$ cat config.mk
export PLATFORM = sky130hd
export DESIGN_NAME = mult_sequencer_flat
export DESIGN_NICKNAME = d
export VERILOG_FILES = /design/src/rtl/mult_sequencer_if.sv /design/src/rtl/mult_sequencer.sv /design/src/flat_wrapper.sv
export SDC_FILE = /design/constraint.sdc
export NUM_CORES = 1
export LEC_CHECK = 0
export CAP_MARGIN = 20
export CORE_ASPECT_RATIO = 1.4
export CORE_MARGIN = 4
export CORE_UTILIZATION = 41
export DETAILED_ROUTE_END_ITERATION = 10
export PLACE_DENSITY = 0.78
export SETUP_SLACK_MARGIN = 0.1
export SYNTH_ARGS = -nofsm -noshare
export SYNTH_HDL_FRONTEND = slang
export SYNTH_SLANG_ARGS = --single-unit
$ cat constraint.sdc
create_clock -name clk -period 1.8 [get_ports clk]
set_input_delay 0.36 -clock clk [delete_from_list [all_inputs] [get_ports clk]]
set_output_delay 0.36 -clock clk [all_outputs]
set_load 0.05 [all_outputs]
$ cat src/rtl/mult_sequencer_if.sv
// mult_sequencer_if: operand input stream, multiplier start/done link and
// result output stream seen by the multiplier sequencer.
// master = the sequencer, slave = its environment (source, multiplier, sink).
interface mult_sequencer_if;
  // operand stream
  logic        in_valid;
  logic        in_ready;
  logic [7:0]  in_dataa;
  logic [7:0]  in_datab;
  // multiplier link
  logic [7:0]  mult_dataa;
  logic [7:0]  mult_datab;
  logic        mult_start;
  logic        mult_done;
  logic [2:0]  mult_state;
  logic [15:0] mult_product;
  // result stream
  logic        out_valid;
  logic        out_ready;
  logic [15:0] out_product;
  logic        out_err;
  // status
  logic        busy;

  modport master (
    input  in_valid, in_dataa, in_datab,
    input  mult_done, mult_state, mult_product,
    input  out_ready,
    output in_ready,
    output mult_dataa, mult_datab, mult_start,
    output out_valid, out_product, out_err,
    output busy
  );

  modport slave (
    output in_valid, in_dataa, in_datab,
    output mult_done, mult_state, mult_product,
    output out_ready,
    input  in_ready,
    input  mult_dataa, mult_datab, mult_start,
    input  out_valid, out_product, out_err,
    input  busy
  );
endinterface

$ cat src/rtl/mult_sequencer.sv
// mult_sequencer: initiator for the 8x8 shift-add multiplier. Takes an operand
// pair, fires a one-cycle start, waits for done, and returns the product on a
// valid/ready stream. Error state (3'b101) or a missing done triggers a bounded
// number of restarts before the result is flagged with out_err.
// Optional build macro MULT_SEQ_STATS_EN adds saturating result counters
// stat_ops / stat_errs.
module mult_sequencer #(
  parameter int unsigned TIMEOUT_CYCLES = 16,
  parameter int unsigned MAX_RETRY      = 1
) (
  input  logic                clk,
  input  logic                reset_a,
  mult_sequencer_if.master    bus
`ifdef MULT_SEQ_STATS_EN
  ,
  output logic [15:0]         stat_ops,
  output logic [15:0]         stat_errs
`else
`endif
);

  // Timer only has to reach TIMEOUT_CYCLES-1.
  localparam int unsigned TIMER_W = (TIMEOUT_CYCLES < 2) ? 1 : $clog2(TIMEOUT_CYCLES);
  localparam int unsigned RETRY_W = (MAX_RETRY < 1) ? 1 : $clog2(MAX_RETRY + 1);
  localparam logic [TIMER_W-1:0] TIMER_LAST  = TIMER_W'(TIMEOUT_CYCLES - 1);
  localparam logic [RETRY_W-1:0] RETRY_LIMIT = RETRY_W'(MAX_RETRY);
  localparam logic [2:0]         MULT_ERR_STATE = 3'b101;

  typedef enum logic [1:0] {
    S_IDLE  = 2'd0,
    S_START = 2'd1,
    S_WAIT  = 2'd2,
    S_OUT   = 2'd3
  } state_t;

  state_t              r_state;
  logic [TIMER_W-1:0]  r_timer;
  logic [RETRY_W-1:0]  r_retry;
  logic                r_in_ready;
  logic [7:0]          r_mult_dataa;
  logic [7:0]          r_mult_datab;
  logic                r_mult_start;
  logic                r_out_valid;
  logic [15:0]         r_out_product;
  logic                r_out_err;
  logic                r_busy;

  logic                w_fault;
  logic                w_can_retry;

  // Attempt has failed: multiplier reports error or done never arrived in time.
  assign w_fault     = (bus.mult_state == MULT_ERR_STATE) || (r_timer == TIMER_LAST);
  assign w_can_retry = (r_retry < RETRY_LIMIT);

  // Sequencer FSM with registered handshake and multiplier-side outputs.
  always_ff @(posedge clk) begin
    if (!reset_a) begin
      r_state       <= S_IDLE;
      r_timer       <= '0;
      r_retry       <= '0;
      r_in_ready    <= 1'b1;
      r_mult_dataa  <= '0;
      r_mult_datab  <= '0;
      r_mult_start  <= 1'b0;
      r_out_valid   <= 1'b0;
      r_out_product <= '0;
      r_out_err     <= 1'b0;
      r_busy        <= 1'b0;
    end else begin
      // start is a strict single-cycle pulse; only START-entry sets it
      r_mult_start <= 1'b0;
      case (r_state)
        S_IDLE: begin
          if (bus.in_valid && r_in_ready) begin
            r_mult_dataa <= bus.in_dataa;
            r_mult_datab <= bus.in_datab;
            r_retry      <= '0;
            r_mult_start <= 1'b1;
            r_in_ready   <= 1'b0;
            r_busy       <= 1'b1;
            r_state      <= S_START;
          end
        end

        S_START: begin
          r_timer <= '0;
          r_state <= S_WAIT;
        end

        S_WAIT: begin
          r_timer <= r_timer + TIMER_W'(1);
          if (bus.mult_done) begin
            // done wins over a coincident error/timeout
            r_out_product <= bus.mult_product;
            r_out_err     <= 1'b0;
            r_out_valid   <= 1'b1;
            r_state       <= S_OUT;
          end else if (w_fault) begin
            if (w_can_retry) begin
              // restart from the error state re-enters the LSB step
              r_retry      <= r_retry + RETRY_W'(1);
              r_mult_start <= 1'b1;
              r_state      <= S_START;
            end else begin
              r_out_product <= '0;
              r_out_err     <= 1'b1;
              r_out_valid   <= 1'b1;
              r_state       <= S_OUT;
            end
          end
        end

        S_OUT: begin
          if (bus.out_ready) begin
            r_out_valid <= 1'b0;
            r_in_ready  <= 1'b1;
            r_busy      <= 1'b0;
            r_state     <= S_IDLE;
          end
        end

        default: begin
          r_out_valid <= 1'b0;
          r_in_ready  <= 1'b1;
          r_busy      <= 1'b0;
          r_state     <= S_IDLE;
        end
      endcase
    end
  end

  assign bus.in_ready    = r_in_ready;
  assign bus.mult_dataa  = r_mult_dataa;
  assign bus.mult_datab  = r_mult_datab;
  assign bus.mult_start  = r_mult_start;
  assign bus.out_valid   = r_out_valid;
  assign bus.out_product = r_out_product;
  assign bus.out_err     = r_out_err;
  assign bus.busy        = r_busy;

`ifdef MULT_SEQ_STATS_EN
  logic [15:0] r_stat_ops;
  logic [15:0] r_stat_errs;

  // Saturating counts of delivered results and of failed results.
  always_ff @(posedge clk) begin
    if (!reset_a) begin
      r_stat_ops  <= '0;
      r_stat_errs <= '0;
    end else if (r_out_valid && bus.out_ready) begin
      if (r_stat_ops != 16'hFFFF) begin
        r_stat_ops <= r_stat_ops + 16'd1;
      end
      if (r_out_err && (r_stat_errs != 16'hFFFF)) begin
        r_stat_errs <= r_stat_errs + 16'd1;
      end
    end
  end

  assign stat_ops  = r_stat_ops;
  assign stat_errs = r_stat_errs;
`else
  // statistics counters are not built in this configuration
`endif

endmodule
$ cat src/flat_wrapper.sv
// flat-port wrapper written by rule: the top's interface ports become plain ports
module mult_sequencer_flat 
#(
  parameter int unsigned TIMEOUT_CYCLES = 16,
  parameter int unsigned MAX_RETRY      = 1
)
  (clk, reset_a, bus_in_valid, bus_in_dataa, bus_in_datab, bus_mult_done, bus_mult_state, bus_mult_product, bus_out_ready, bus_in_ready, bus_mult_dataa, bus_mult_datab, bus_mult_start, bus_out_valid, bus_out_product, bus_out_err, bus_busy);
  mult_sequencer_if bus_i ();
  input  logic clk;
  input  logic reset_a;
  input wire logic [$bits(bus_i.in_valid)-1:0] bus_in_valid;
  input wire logic [$bits(bus_i.in_dataa)-1:0] bus_in_dataa;
  input wire logic [$bits(bus_i.in_datab)-1:0] bus_in_datab;
  input wire logic [$bits(bus_i.mult_done)-1:0] bus_mult_done;
  input wire logic [$bits(bus_i.mult_state)-1:0] bus_mult_state;
  input wire logic [$bits(bus_i.mult_product)-1:0] bus_mult_product;
  input wire logic [$bits(bus_i.out_ready)-1:0] bus_out_ready;
  output wire logic [$bits(bus_i.in_ready)-1:0] bus_in_ready;
  output wire logic [$bits(bus_i.mult_dataa)-1:0] bus_mult_dataa;
  output wire logic [$bits(bus_i.mult_datab)-1:0] bus_mult_datab;
  output wire logic [$bits(bus_i.mult_start)-1:0] bus_mult_start;
  output wire logic [$bits(bus_i.out_valid)-1:0] bus_out_valid;
  output wire logic [$bits(bus_i.out_product)-1:0] bus_out_product;
  output wire logic [$bits(bus_i.out_err)-1:0] bus_out_err;
  output wire logic [$bits(bus_i.busy)-1:0] bus_busy;
  assign bus_i.in_valid = bus_in_valid;
  assign bus_i.in_dataa = bus_in_dataa;
  assign bus_i.in_datab = bus_in_datab;
  assign bus_i.mult_done = bus_mult_done;
  assign bus_i.mult_state = bus_mult_state;
  assign bus_i.mult_product = bus_mult_product;
  assign bus_i.out_ready = bus_out_ready;
  assign bus_in_ready = bus_i.in_ready;
  assign bus_mult_dataa = bus_i.mult_dataa;
  assign bus_mult_datab = bus_i.mult_datab;
  assign bus_mult_start = bus_i.mult_start;
  assign bus_out_valid = bus_i.out_valid;
  assign bus_out_product = bus_i.out_product;
  assign bus_out_err = bus_i.out_err;
  assign bus_busy = bus_i.busy;
  mult_sequencer #(.TIMEOUT_CYCLES(TIMEOUT_CYCLES), .MAX_RETRY(MAX_RETRY)) u_core (.clk(clk), .reset_a(reset_a), .bus(bus_i));
endmodule
# [Word-level counts from Yosys, hierarchy flattened]
# Index checks and enable logic that the tools add are counted.
[totals] out_inout_bits=37 inputBits=40 ff_bits=44 elab_cells=71
[op_classes] muxes=30 n_addsub=2 reduce_logical=14 eq_ne=13 magnitude_cmp=1
[ops] operator="16-bit 2-to-1 mux" count=3
[ops] operator="1-bit 2-to-1 mux" count=15
[ops] operator="2-bit 2-to-1 mux" count=5
[ops] operator="1-bit case mux with 2 select lines" count=5
[ops] operator="2-bit nonzero test" count=5
[ops] operator="3-bit AND reduction" count=3
[ops] operator="2-bit case mux with 4 select lines" count=1
[ops] operator="4-bit case mux with 2 select lines" count=1
[ops] operator="2-bit by 1-bit != test with 1-bit output, second input constant" count=3
[ops] operator="2-bit != test, second input constant" count=3
[ops] operator="5-bit AND reduction" count=1
[ops] operator="4-bit by 1-bit adder with 4-bit output, second input constant" count=1
[ops] operator="2-bit == test, second input constant" count=2
[ops] operator="4-bit == test, second input constant" count=1
[ops] operator="4-bit AND reduction" count=1
[ops] operator="3-bit == test, second input constant" count=1
[ops] operator="3-bit by 2-bit != test with 1-bit output, second input constant" count=1
[ops] operator="3-bit != test, second input constant" count=1
[ops] operator="2-bit by 1-bit == test with 1-bit output, second input constant" count=1
[ops] operator="2-bit logical NOT" count=1
[ops] operator="2-bit AND reduction" count=1
[ops] operator="1-bit adder, second input constant" count=1
[ops] operator="1-bit logical AND" count=1
[ops] operator="1-bit logical OR" count=1
[ops] operator="1-bit < comparator, second input constant" count=1

# [Logic depth before layout (Yosys ltp)]
# Gate-level depths: netlist of run 1.
[logic_depth] depth_word=5 mapped_depth=8 ltp_nobuf=6

# [Least setup slack after synthesis of run 1]
# Ideal clock, no wire load.
[synth_timing] path_type="register to register" from="register u_core.r_in_ready (netlist: u_core.bus.in_ready)" to="register u_core.r_retry" n_path_buf=1 stages_incl_launch_ff=5 period_less_slack_ns=1.576 setup_slack_ns=0.224 setup_time_ns=0.117 arrival_time_ns=1.459 path_cell_list="dfxtp_1 > nand3_1 > clkbuf_1 > o21ai_0 > nor2_1"
[synth_via] elab_chain_len=3
[synth_lines] item="start, declared" line_no="mult_sequencer.sv:39" rtl="logic r_in_ready;"
[synth_lines] item="start signal, assigned" line_no="mult_sequencer.sv:61" rtl="r_in_ready <= 1'b1;"
[synth_lines] item="start signal, assigned" line_no="mult_sequencer.sv:79" rtl="r_in_ready <= 1'b0;"
[synth_lines] item="start signal, assigned" line_no="mult_sequencer.sv:116" rtl="r_in_ready <= 1'b1;"
[synth_lines] item="1-bit logical AND" line_no="mult_sequencer.sv:74" rtl="if (bus.in_valid && r_in_ready) begin"
[synth_lines] item="2-bit by 1-bit != test with 1-bit output (no source line)"
[synth_lines] item="5-bit AND reduction (no source line)"
[synth_lines] item="end signal, assigned" line_no="mult_sequencer.sv:101" rtl="r_retry <= r_retry + RETRY_W'(1);"
[synth_lines] item="end, declared" line_no="mult_sequencer.sv:38" rtl="logic [RETRY_W-1:0] r_retry;"
# Every way passes these cells.
# A chain may end at the register's enable or synchronous reset.

# [Worst setup path after layout of run 1]
[layout_timing] from="register u_core.r_state[0]" to="register u_core.r_out_valid (netlist: u_core.bus.out_valid)"
[layout_via] elab_chain_len=3 word_cells_on_any_way=8 classes_between="eq/ne (5); mux (1); reduce/logical (2)"
[layout_lines] item="start, declared" line_no="mult_sequencer.sv:36" rtl="state_t r_state;"
[layout_lines] item="start signal, assigned" line_no="mult_sequencer.sv:58" rtl="r_state <= S_IDLE;"
[layout_lines] item="start signal, assigned" line_no="mult_sequencer.sv:81" rtl="r_state <= S_START;"
[layout_lines] item="start signal, assigned" line_no="mult_sequencer.sv:87" rtl="r_state <= S_WAIT;"
[layout_lines] item="2-bit == test" line_no="mult_sequencer.sv:72" rtl="case (r_state)"
[layout_lines] item="3-bit != test (no source line), or another cell as far along"
[layout_lines] item="4-bit AND reduction (no source line)"
[layout_lines] item="end signal, assigned" line_no="mult_sequencer.sv:65" rtl="r_out_valid <= 1'b0;"
[layout_lines] item="end signal, assigned" line_no="mult_sequencer.sv:96" rtl="r_out_valid <= 1'b1;"
[layout_lines] item="end signal, assigned" line_no="mult_sequencer.sv:107" rtl="r_out_valid <= 1'b1;"
[layout_lines] item="end, declared" line_no="mult_sequencer.sv:43" rtl="logic r_out_valid;"
# Parallel ways exist; a longest one is shown, timed or not.

==> results of run 1 <==
critical path: stages (launching register included):
cell and delay [ns]:
dfxtp_1 0.32, inv_1 0.07, ha_1 0.18, buf_4 0.17, nor2b_1 0.17, nand3_1 0.14
and3b_1 0.19, o221a_2 0.26
state kept, by name, summed over array words and instances, names as in the netlist:
| signal | count |
|---|---|
| u_core.bus.busy | 1 |
| u_core.bus.in_ready | 1 |
| u_core.bus.mult_dataa | 8 |
| u_core.bus.mult_datab | 8 |
| u_core.bus.mult_start | 1 |
| u_core.bus.out_err | 1 |
| u_core.bus.out_product | 16 |
| u_core.bus.out_valid | 1 |
| u_core.r_retry | 1 |
| u_core.r_state | 2 |
| u_core.r_timer | 4 |
final timing paths:
path / to / depth (start not counted)
hold reg to reg: u_core.bus.mult_dataa[0] / 2
setup reg to reg: u_core.bus.out_valid / 7
hold / removal: u_core.bus.mult_dataa[0] / 2
setup / recovery: u_core.bus.out_valid / 7
cell families after synthesis:
group / Yosys count / share of synthesized area, %
compound gates: 54 / 22.9
flops: 44 / 50.2
buf+inv: 17 / 4.92
simple gates: 67 / 17.8
fa+ha+maj: 5 / 3.57
mux: 1 / 0.571
per-layer routing:
metal  vias to the layer above  GRT usage [%]
met5                         -              0
met4                         0           5.89
met3                         7           4.64
met2                        50           27.3
met1                       733           16.9
li1                        812              -
layout make-up:
class                      count  area [sq um]
clock inverter                 2          10.0
fill                         369          1430
timing repair buffer          86           743
inverter                       6          22.5
tap                           43          53.8
multi-input combinational    127           795
clock buffer                   6          82.6
sequential                    44           882
synthesized netlist by cell type (all sizes together) (2+ instances only):
master   n
a31oi    2
a22o    16
a21oi    6
and3     2
o21a     3
buf      6
clkbuf   5
dfxtp   44
nand2b   3
o221a    2
nor2b    3
a21boi  19
nand3b   2
ha       5
nor3     2
inv      6
nand2   42
o21ai    5
nor2     2
nand3    7
power breakdown:
part           total [mW]  switching (mW)  internal, mW
logic                1.19           0.740         0.454
clock network       0.627           0.321         0.306
registers            1.17          0.0695          1.10
total                2.99            1.13          1.86
repair_timing:
action / CTS / global route
buffers inserted: 0 / 0
endpoints found under the setup margin: 16 / 17
resized for setup: 1 / 3
cloned: 0 / 0
pin swaps: 0 / 0
==> summary.md, run 1 <==
| Metric | Value |
|---|---|
| Register area share after synthesis | `50.2%` |
| Top sig layer | `met4` |
| H-tree levels | `2` |
| TritonRoute pass-1 iters | `4` |
| Routed Antenna Nets | `0` |
| Final instance area | `2590 sq um` |
| Post-DR vias/cell | `5.10` |
| Peak VDD IR | `0.000531 V` |
| Setup violators final | `0` |
| Port-buffer cells | `76` |
| Worst hold path startpoint | `u_core.bus.mult_dataa[0]` |
| Final slew viol count | `0` |
| Critical path endpoint category | `flop` |
| CTS buffer count | `5` |
| Final Hold Fails | `0` |
| Synthesized area | `1750 sq um` |
| Yosys cell types | `30` |
| Initial antenna violation count | `0` |
| Max FO, Critical Path | `10` |
| Asr flop ratio synth | `0%` |
| Row count | `27` |
| RSZ-0062 raised after global routing | `true` |
| WP data required | `1.99 ns` |
| CP Class | `flop to flop` |
| Syn nets | `233` |
| Hold WS | `0.464 ns` |
| Largest net degree at the start of global routing | `32` |
| Clock Path Buffers | `2` |
| HP Class | `flop to flop` |
| DR WL met3 | `282 um` |
| Detail Route met2 WL | `1970 um` |
| Ports | `77` |
| Root Buffer | `clkbuf_8` |
| DRC viols | `0` |
| Routed wire length per instance | `12.7 um` |
| Post-route minimum period | `1.59 ns` |
| Commonest non-fill, non-tap cell in the layout | `buf_4` |
| Die X-Extent | `63.3 um` |
| DP Worst Slack | `-0.426 ns` |
| Overall Power | `2.99 mW` |
| CORE AREA | `4020 sq um` |
| Post-synth EDFFs | `0` |
| Status | `completed` |
| Warnings, synthesis | `0` |
| Die area | `5400 sq um` |
| GRT overflow | `0` |
| Gr usage total | `15.3%` |
| Leakage power | `1.10 nW` |
| Seq cells post-synth | `44` |
| Placed insts | `306` |
| Clk_skew | `0.00502 ns` |
| Wire length on met1 | `1670 um` |
| Placed instance area | `2490 sq um` |
| Initial drt markers | `84` |
| Final period util | `88.4%` |
| Starting Density | `43.6%` |
| Avg Cell Area, Syn | `9.32 sq um` |
| Post-synth top area share | `50.2%` |
| Vias in the first global route | `1488` |
| CTS Sinks | `44` |
| Top cells by area, synth | `dfxtp_1, nand2_1, a21boi_0` |
| Detailed Route WL | `3990 um` |
| ANT cells | `0` |
| Die H | `85.4 um` |
| Global-route wire length before repair | `6660 um` |
| Reg clk slew, reported paths | `0.08 ns` |
| Top FF cell, synth | `dfxtp_1` |
| Area delta synth->final | `47.7%` |
| Cell Pwr Density | `1160 nW/um^2` |
| Synth Instances | `188` |
| R2R setup slack | `0.21 ns` |
| Top achievable clock speed | `628 MHz` |
| CP Launch Type | `flop` |
| Worst Setup SP | `u_core.r_state[0]` |
| Most frequent cells in the layout | `buf_4, dfxtp_1, nand2_1` |
| Non-filler instance count after layout | `314` |
| Hold-fix buffers, CTS | `0` |
| Clock Latency Late Sink | `0.29 ns` |
| Vias | `1602` |
| RR Startpoint | `u_core.r_state[0]` |
| Final WS setup | `0.208 ns` |
| Nets | `315` |
| Max_cap viols | `0` |
| Worst-Margin Slew | `0.356 ns` |
| Finished Core Util | `64.4%` |
| Routability Congestion | `0.791` |
| Setup TNS | `0 ns` |
| HPWL after DPL | `2990 um` |
| Slew Limit Headroom | `76.2%` |
| Dominant cell type by area after synthesis | `dfxtp_1` |
| TritonCTS clock tree | `built` |
| Layout cells sized above 1 | `22.5%` |
| WP data arrival | `1.79 ns` |
No activity file was read; power rests on OpenSTA's default activity.
==> run 2: changes to the inputs <==
--- a/config.mk
+++ b/config.mk
@@ -5,8 +5,9 @@
 export SDC_FILE = /design/constraint.sdc
 export NUM_CORES = 1
 export LEC_CHECK = 0
+export ABC_CLOCK_PERIOD_IN_PS = 1800
 export CAP_MARGIN = 20
-export CORE_ASPECT_RATIO = 1.4
+export CORE_ASPECT_RATIO = 1.1
 export CORE_MARGIN = 4
 export CORE_UTILIZATION = 41
 export DETAILED_ROUTE_END_ITERATION = 10
==> run 2 against run 1 <==
First-iteration DRC count down 1.2%. Design area up 1.1%. Non-clock buffer count down 2. Routed wire length up 2.2%. Combinational power about the same. Sequential power about the same. Critical path type unchanged. Critical endpoint unchanged. Largest cell class unchanged.
==> summary.md, run 2 (same netlist as run 1, synthesis figures left out) <==
| Metric | Value |
|---|---|
| Clk_skew | `0.00243 ns (was 0.00502 ns)` |
| Root Buffer | `clkbuf_8 (unchanged)` |
| Routed wire length per instance | `12.7 um (about the same)` |
| Met3 Resource Use GR | `5.54% (was 4.64%)` |
| Peak VDD IR | `0.000628 V (was 0.000531 V)` |
| Worst-Margin Slew | `0.341 ns (was 0.356 ns)` |
| Clock Path Buffers | `2 (unchanged)` |
| Global-route wire length before repair | `6710 um (was 6660 um)` |
| Post-route minimum period | `1.61 ns (was 1.59 ns)` |
| Cell Pwr Density | `1200 nW/um^2 (was 1160 nW/um^2)` |
| Hold WS | `0.469 ns (was 0.464 ns)` |
| Largest net degree at the start of global routing | `32 (unchanged)` |
| Ports | `77 (unchanged)` |
| TritonRoute pass-1 iters | `4 (unchanged)` |
| Final instance area | `2620 sq um (was 2590 sq um)` |
| DRC viols | `0 (unchanged)` |
| CTS Sinks | `44 (unchanged)` |
| Clock Latency Late Sink | `0.29 ns (about the same)` |
| Status | `completed (unchanged)` |
| Setup bufs post-CTS | `0 (unchanged)` |
| Largest register FFs | `16 (unchanged)` |
| CTS buffer count | `5 (unchanged)` |
| Most frequent cells in the layout | `buf_4, dfxtp_1, nand2_1 (unchanged)` |
| GRT overflow | `0 (unchanged)` |
| Routability Congestion | `0.768 (was 0.791)` |
| Hold-fix buffers, CTS | `0 (unchanged)` |
| Layout cells sized above 1 | `21.6% (was 22.5%)` |
| Detailed Route WL | `4080 um (was 3990 um)` |
| R2R setup slack | `0.19 ns (was 0.21 ns)` |
| Commonest non-fill, non-tap cell in the layout | `buf_4 (unchanged)` |
| Port-buffer cells | `76 (unchanged)` |
| H-tree levels | `2 (unchanged)` |
| Slew Limit Headroom | `77.2% (was 76.2%)` |
| Initial drt markers | `83 (was 84)` |
| Filler cells | `370 (was 369)` |
| HPWL after DPL | `3000 um (was 2990 um)` |
| WP data required | `1.99 ns (about the same)` |
| Top achievable clock speed | `623 MHz (was 628 MHz)` |
| RSZ-0062 raised after global routing | `false (was true)` |
| Final period util | `89.2% (was 88.4%)` |
| Die area | `5390 sq um (was 5400 sq um)` |
| Leakage power | `1.11 nW (was 1.10 nW)` |
| Initial antenna violation count | `0 (unchanged)` |
| Critical path endpoint category | `flop (unchanged)` |
| GR Util met2 | `25.1% (was 27.3%)` |
| Starting Density | `43.2% (was 43.6%)` |
| Row count | `24 (was 27)` |
| Gr usage total | `15.2% (was 15.3%)` |
| Vias | `1596 (was 1602)` |
| Die X-Extent | `70.3 um (was 63.3 um)` |
| Vias in the first global route | `1506 (was 1488)` |
| ANT cells | `0 (unchanged)` |
| Placed instance area | `2480 sq um (was 2490 sq um)` |
| CP Launch Type | `flop (unchanged)` |
| Grt met1 use | `18.2% (was 16.9%)` |
| Nets | `313 (was 315)` |
| Max_cap viols | `0 (unchanged)` |
| HP Class | `flop to flop (unchanged)` |
| Final slew viol count | `0 (unchanged)` |
| Post-CTS Resized | `1 (unchanged)` |
| Post-DR vias/cell | `4.97 (was 5.10)` |
| Routed Antenna Nets | `0 (unchanged)` |
| Reg clk slew, reported paths | `0.08 ns (about the same)` |
| Die H | `76.6 um (was 85.4 um)` |
| Setup TNS | `0 ns (unchanged)` |
| Final Hold Fails | `0 (unchanged)` |
| Area delta synth->final | `49.3% (was 47.7%)` |
| CORE AREA | `4050 sq um (was 4020 sq um)` |
| TritonCTS clock tree | `built (unchanged)` |
| Global route hottest layer | `met2 (unchanged)` |
| Setup violators final | `0 (unchanged)` |
| Max FO, Critical Path | `10 (unchanged)` |
| WP data arrival | `1.79 ns (about the same)` |
| CP Class | `flop to flop (unchanged)` |
run 2: changes by cell type in the layout (fill, tap and decap cells not counted), sizes merged:
cell,previous run,this run
buf,47,45
clkinv,2,0
bufinv,0,1
clkbuf,6,7
run 2: metal layers:
layer  share of wire [%]  vias up
li1                    -      806
met1                  43      725
met2                  46       58
met3                 9.1        7
met4                 1.3        0
met5                   0        -
run 2: worst paths after layout:
check / end / startpoint / cells past startpoint
max: u_core.bus.out_valid / u_core.r_state[1] / 6
min: u_core.bus.mult_datab[6] / u_core.bus.mult_datab[6] / 2
max reg2reg: u_core.bus.out_valid / u_core.r_state[1] / 6
min reg2reg: u_core.bus.mult_datab[6] / u_core.bus.mult_datab[6] / 2
run 2: layout make-up:
type,instances,area (sq um),share of cell area [%]
clock buffers,7,96.3,3.68
well taps,52,65.1,2.49
inverters,6,22.5,0.860
flip-flops and latches,44,881,33.7
clock inverters,1,30.0,1.15
multi-input cells,127,795,30.4
repair buffers,84,728,27.8
run 2: critical path, cell delays in order, from the launching register on:
cell     delay [ns]
dfxtp_1        0.38
ha_1           0.18
buf_4          0.17
nor2b_1        0.19
nand3_1        0.13
and3b_1        0.19
o221a_2        0.26
run 2: power by group:
| group | internal (mW) | switching, mW |
|---|---|---|
| clock | 0.489 | 0.314 |
| combinational | 0.444 | 0.734 |
| sequential | 1.10 | 0.0731 |
| total | 2.03 | 1.12 |
run 2: through the flow:
step / util, % / setup slack (ns) / instances / power (mW)
2_1_floorplan: - / 0.224 / 188 / 1.97
3_3_place_gp: 61.2 / -0.428 / 313 / 2.37
3_5_place_dp: 61.2 / -0.395 / 313 / 2.38
4_1_cts: 64.4 / 0.152 / 321 / 3.20
5_1_grt: 64.6 / 0.112 / 321 / 3.33
6_report: 64.6 / 0.195 / 321 / 3.15
==> run 3: changes to the inputs <==
--- a/config.mk
+++ b/config.mk
@@ -7,7 +7,7 @@
 export LEC_CHECK = 0
 export ABC_CLOCK_PERIOD_IN_PS = 1800
 export CAP_MARGIN = 20
-export CORE_ASPECT_RATIO = 1.1
+export CORE_ASPECT_RATIO = 0.9
 export CORE_MARGIN = 4
 export CORE_UTILIZATION = 41
 export DETAILED_ROUTE_END_ITERATION = 10
==> run 3 against run 2 <==
Sequential share of layout area about the same. Sequential cell count is the same. Core utilization is 0.66 points lower. Critical path depth rose by 1. Maximum frequency up 4.2%. Count of clock-buffer cells in the layout up 1. Routed wire length rose by 4.2%. Sequential power about the same. Design area is 0.14% higher. Global-route usage is 1.1 points higher. Critical path type unchanged. Critical endpoint unchanged. Largest cell class unchanged.
==> summary.md, run 3 (same netlist as run 1, synthesis figures left out) <==
| Metric | Value |
|---|---|
| Clock Path Buffers | `2 (unchanged)` |
| Nets | `318 (was 313)` |
| Non-filler instance count after layout | `322 (was 321)` |
| Die H | `70.0 um (was 76.6 um)` |
| Global-route wire length before repair | `7090 um (was 6710 um)` |
| Placed instance area | `2510 sq um (was 2480 sq um)` |
| Slew Limit Headroom | `74.1% (was 77.2%)` |
| Hold WS | `0.464 ns (was 0.469 ns)` |
| Top achievable clock speed | `649 MHz (was 623 MHz)` |
| Final Hold Fails | `0 (unchanged)` |
| Routed wire length per instance | `13.2 um (was 12.7 um)` |
| Peak VDD IR | `0.000667 V (was 0.000628 V)` |
| DRC viols | `0 (unchanged)` |
| Final instance area | `2620 sq um (about the same)` |
| Initial antenna violation count | `0 (unchanged)` |
| Area delta synth->final | `49.5% (was 49.3%)` |
| WP data required | `1.99 ns (about the same)` |
| H-tree levels | `2 (unchanged)` |
| Setup violators final | `0 (unchanged)` |
| Layout cells sized above 1 | `23.0% (was 21.6%)` |
| Post-route minimum period | `1.54 ns (was 1.61 ns)` |
| RSZ-0062 raised after global routing | `false (unchanged)` |
| Final slew viol count | `0 (unchanged)` |
| HPWL after DPL | `3240 um (was 3000 um)` |
| Leakage power | `1.11 nW (about the same)` |
| DP Worst Slack | `-0.444 ns (was -0.395 ns)` |
| CTS buffer count | `5 (unchanged)` |
| Setup TNS | `0 ns (unchanged)` |
| Port-buffer cells | `76 (unchanged)` |
| CTS Sinks | `44 (unchanged)` |
| Die area | `5390 sq um (about the same)` |
| Clk_skew | `0.00608 ns (was 0.00243 ns)` |
| Root Buffer | `clkbuf_8 (unchanged)` |
| Vias in the first global route | `1500 (was 1506)` |
| Commonest non-fill, non-tap cell in the layout | `buf_4 (unchanged)` |
| ANT cells | `0 (unchanged)` |
| Row count | `22 (was 24)` |
| Largest net degree at the start of global routing | `32 (unchanged)` |
| TritonRoute pass-1 iters | `4 (unchanged)` |
| Routability Congestion | `0.738 (was 0.768)` |
| Routed Antenna Nets | `0 (unchanged)` |
| TritonCTS clock tree | `built (unchanged)` |
| Final period util | `85.5% (was 89.2%)` |
| HP Class | `flop to flop (unchanged)` |
| Cell Pwr Density | `1150 nW/um^2 (was 1200 nW/um^2)` |
| Gr usage total | `16.2% (was 15.2%)` |
| Post-DR vias/cell | `4.82 (was 4.97)` |
| CP Class | `flop to flop (unchanged)` |
| Reg clk slew, reported paths | `0.08 ns (about the same)` |
| GRT overflow | `0 (unchanged)` |
| Detailed Route WL | `4250 um (was 4080 um)` |
| Max FO, Critical Path | `10 (unchanged)` |
| Final WS setup | `0.260 ns (was 0.195 ns)` |
| Worst-Margin Slew | `0.388 ns (was 0.341 ns)` |
| Max_cap viols | `0 (unchanged)` |
| Largest register FFs | `16 (unchanged)` |
| Filler cells | `363 (was 370)` |
| Overall Power | `3.00 mW (was 3.15 mW)` |
| Initial drt markers | `107 (was 83)` |
| Setup bufs post-CTS | `0 (unchanged)` |
| Most frequent cells in the layout | `buf_4, dfxtp_1, nand2_1 (unchanged)` |
| Status | `completed (unchanged)` |
| Clock Latency Late Sink | `0.29 ns (about the same)` |
| CP Launch Type | `flop (unchanged)` |
| Critical path endpoint category | `flop (unchanged)` |
| Vias | `1553 (was 1596)` |
| Starting Density | `42.7% (was 43.2%)` |
| CORE AREA | `4100 sq um (was 4050 sq um)` |
| Placed insts | `314 (was 313)` |
| Finished Core Util | `63.9% (was 64.6%)` |
| Hold-fix buffers, CTS | `0 (unchanged)` |
| Die X-Extent | `76.9 um (was 70.3 um)` |
| WP data arrival | `1.73 ns (was 1.79 ns)` |
| Ports | `77 (unchanged)` |
==> run 3: changes by cell type in the layout (fill, tap and decap cells not counted), sizes merged <==
cell / delta
buf: +5
bufinv: -1
clkbuf: +1
==> run 3: area by class of cell <==
cell class | instances | area, sq um | area share, %
clock buffer | 8 | 90.1 | 3.44
sequential | 44 | 882 | 33.7
multi-input combinational | 127 | 797 | 30.4
tap | 48 | 60.1 | 2.29
timing repair buffer | 89 | 769 | 29.4
inverter | 6 | 22.5 | 0.859
==> run 3: per-layer routing <==
metal,wire (um),GRT usage (%)
met4,79,7.24
met5,0,0
met3,128,3.48
met2,2150,27.9
met1,1900,19.4
==> run 3: power breakdown <==
part	internal, mW	total (mW)	switching (mW)	leakage [nW]
clock network	0.313	0.624	0.311	0.0455
logic	0.462	1.21	0.746	0.709
registers	1.10	1.17	0.0720	0.358
==> run 3: repair_timing <==
item | in CTS | in global routing
pin swaps | 0 | 0
gates cloned | 0 | 0
gates resized for setup | 1 | 5
endpoints found under the setup margin | 16 | 17
==> run 3: final timing paths <==
| path | start | cells past startpoint | slack, ns | endpoint |
|---|---|---|---|---|
| worst min-delay path | u_core.bus.mult_dataa[6] | 2 | 0.46 | u_core.bus.mult_dataa[6] |
| worst min register to register | u_core.bus.mult_dataa[6] | 2 | 0.46 | u_core.bus.mult_dataa[6] |
| worst max register to register | u_core.r_state[0] | 7 | 0.26 | u_core.bus.out_valid |
| worst max-delay path | u_core.r_state[0] | 7 | 0.26 | u_core.bus.out_valid |
==> run 3: worst max-delay path, cell delays in order, from the launching register on <==
cell	delay, ns
dfxtp_1	0.31
inv_1	0.08
ha_1	0.19
buf_6	0.15
nor2b_2	0.16
nand3_1	0.11
and3b_1	0.18
o221a_2	0.25
==> RTL change (config.mk and constraints of run 3) <==
`TIMEOUT_CYCLES` is set to 16 in 2 places; all go to 8.
--- a/src/rtl/mult_sequencer.sv
+++ b/src/rtl/mult_sequencer.sv
@@ -5,7 +5,7 @@
 // Optional build macro MULT_SEQ_STATS_EN adds saturating result counters
 // stat_ops / stat_errs.
 module mult_sequencer #(
-  parameter int unsigned TIMEOUT_CYCLES = 16,
+  parameter int unsigned TIMEOUT_CYCLES = 8,
   parameter int unsigned MAX_RETRY      = 1
 ) (
   input  logic                clk,
--- a/src/flat_wrapper.sv
+++ b/src/flat_wrapper.sv
@@ -1,7 +1,7 @@
 // flat-port wrapper written by rule: the top's interface ports become plain ports
 module mult_sequencer_flat 
 #(
-  parameter int unsigned TIMEOUT_CYCLES = 16,
+  parameter int unsigned TIMEOUT_CYCLES = 8,
   parameter int unsigned MAX_RETRY      = 1
 )
   (clk, reset_a, bus_in_valid, bus_in_dataa, bus_in_datab, bus_mult_done, bus_mult_state, bus_mult_product, bus_out_ready, bus_in_ready, bus_mult_dataa, bus_mult_datab, bus_mult_start, bus_out_valid, bus_out_product, bus_out_err, bus_busy);
Behaviour: no difference found for any inputs over 10 cycles, from zero or initial values and one cycle with reset_a low; that may be too few to reach the edited logic, so the function may still have changed.
==> RTL change against run 3 <==
Sequential cell count is 1 lower; critical endpoint is now u_core.r_state[1]; total power is 3.4% higher; area after synthesis is 6.4% lower; combinational power is 11% higher; highest routed layer unchanged; worst setup slack worse by 0.029 ns; final cell count is 5.0% lower; design area is 3.7% lower; wire length is 6.6% lower.
==> RTL change: results <==
set metrics [dict create \
    synth_area_leaders "dfxtp_1 52%, a22o_1 8.5%, nand2_1 8.0%, a21oi_1 7.3%, ha_1 3.8%" \
    worstHoldStart "u_core.bus.mult_datab[3]" \
    place_inst 298 \
    critPathLaunch "u_core.r_timer[0]" \
    root_buffer "clkbuf_8" \
    synth_nets 218 \
    n_fill_cell 356 \
    synth_common_cells "43 x dfxtp_1, 35 x nand2_1, 24 x a21oi_1" \
    routedLengthMet1_um 1703 \
    routabilityCongestion 0.8799 \
    grt_pass1_wl_um 6168 \
    netlist_instances 173 \
    grt_max_degree 18 \
    skew_ns 0.008277 \
    routedWlPerCell_um 12.96 \
    intPower_mw 1.906 \
    whs_ns 0.4547 \
    crit_fanout 4 \
    layout-drive-gt1-share 0.2500 \
    nets 304 \
    r2r_end "u_core.r_state[1]" \
    track_usage 0.1593 \
    pg_comb_mw 1.34 \
    use_met3 0.05140 \
    use_met2 0.2566 \
    drtIter0Drc 52 \
    critPathMaxStageDelay_ns 0.33 \
    pg_seq_mw 1.18 \
    grt_pass1_vias 1384 \
    min_to "u_core.bus.mult_datab[3]" \
    wl_met3_um 335 \
    place_area_um2 2426 \
    hpwl_um 3008 \
    r2r_cells 6 \
    max_freq_mhz 637.6 \
    yosysMostFrequentCell "dfxtp_1" \
    tightest_slew_ns 0.3096 \
    outcome "complete, no violations" \
    ir_worst_vdd_mv 0.5166 \
    p_sw_mw 1.201 \
    clk_path_buf_depth 2 \
    cp_data_arrival_time_ns 1.77 \
    top_layer "met4" \
    ctsHtreeMaxLevel 2 \
    rrSetupSlack_ns 0.23 \
    async_flop_share 0 \
    wl_met2_um 1854 \
    use_met1 0.1923 \
    viasPerCell 4.889 \
    ys_seq_area_frac 0.5244 \
    pre_cts_ws_ns -0.008207 \
    routed_wl_um 3967 \
]
RTL change: changes by cell type after synthesis, sizes merged, moves of 3 or more:
cell,change
a21boi,-18
nor2b,-3
nand2,-7
nor2,+4
nand3,-4
a21oi,+18
RTL change: cell families after synthesis:
group / Yosys count / share of synthesized area
flops: 43 / 0.5244
fa+ha+maj: 5 / 0.03811
compound gates: 53 / 0.2264
simple gates: 59 / 0.1700
buf+inv: 13 / 0.04115
RTL change: critical path: cells and delay by family, from the launching register on:
kind | cells | cell delay [ns]
fa+ha+maj | 2 | 0.42
simple gates | 1 | 0.26
compound gates | 2 | 0.34
buf+inv | 1 | 0.14
flops | 1 | 0.33
RTL change: repair_timing:
action	in CTS	in global routing
setup endpoints to repair	0	7
resized for setup	0	5
setup buffers	0	0
hold buffers	0	0
RTL change: layout make-up:
cell class,count,share of cell area
multi-input combinational,117,0.2869
tap,46,0.02279
timing repair buffer,87,0.3072
clock inverter,2,0.004955
sequential,43,0.3419
clock buffer,6,0.02874
inverter,5,0.007433
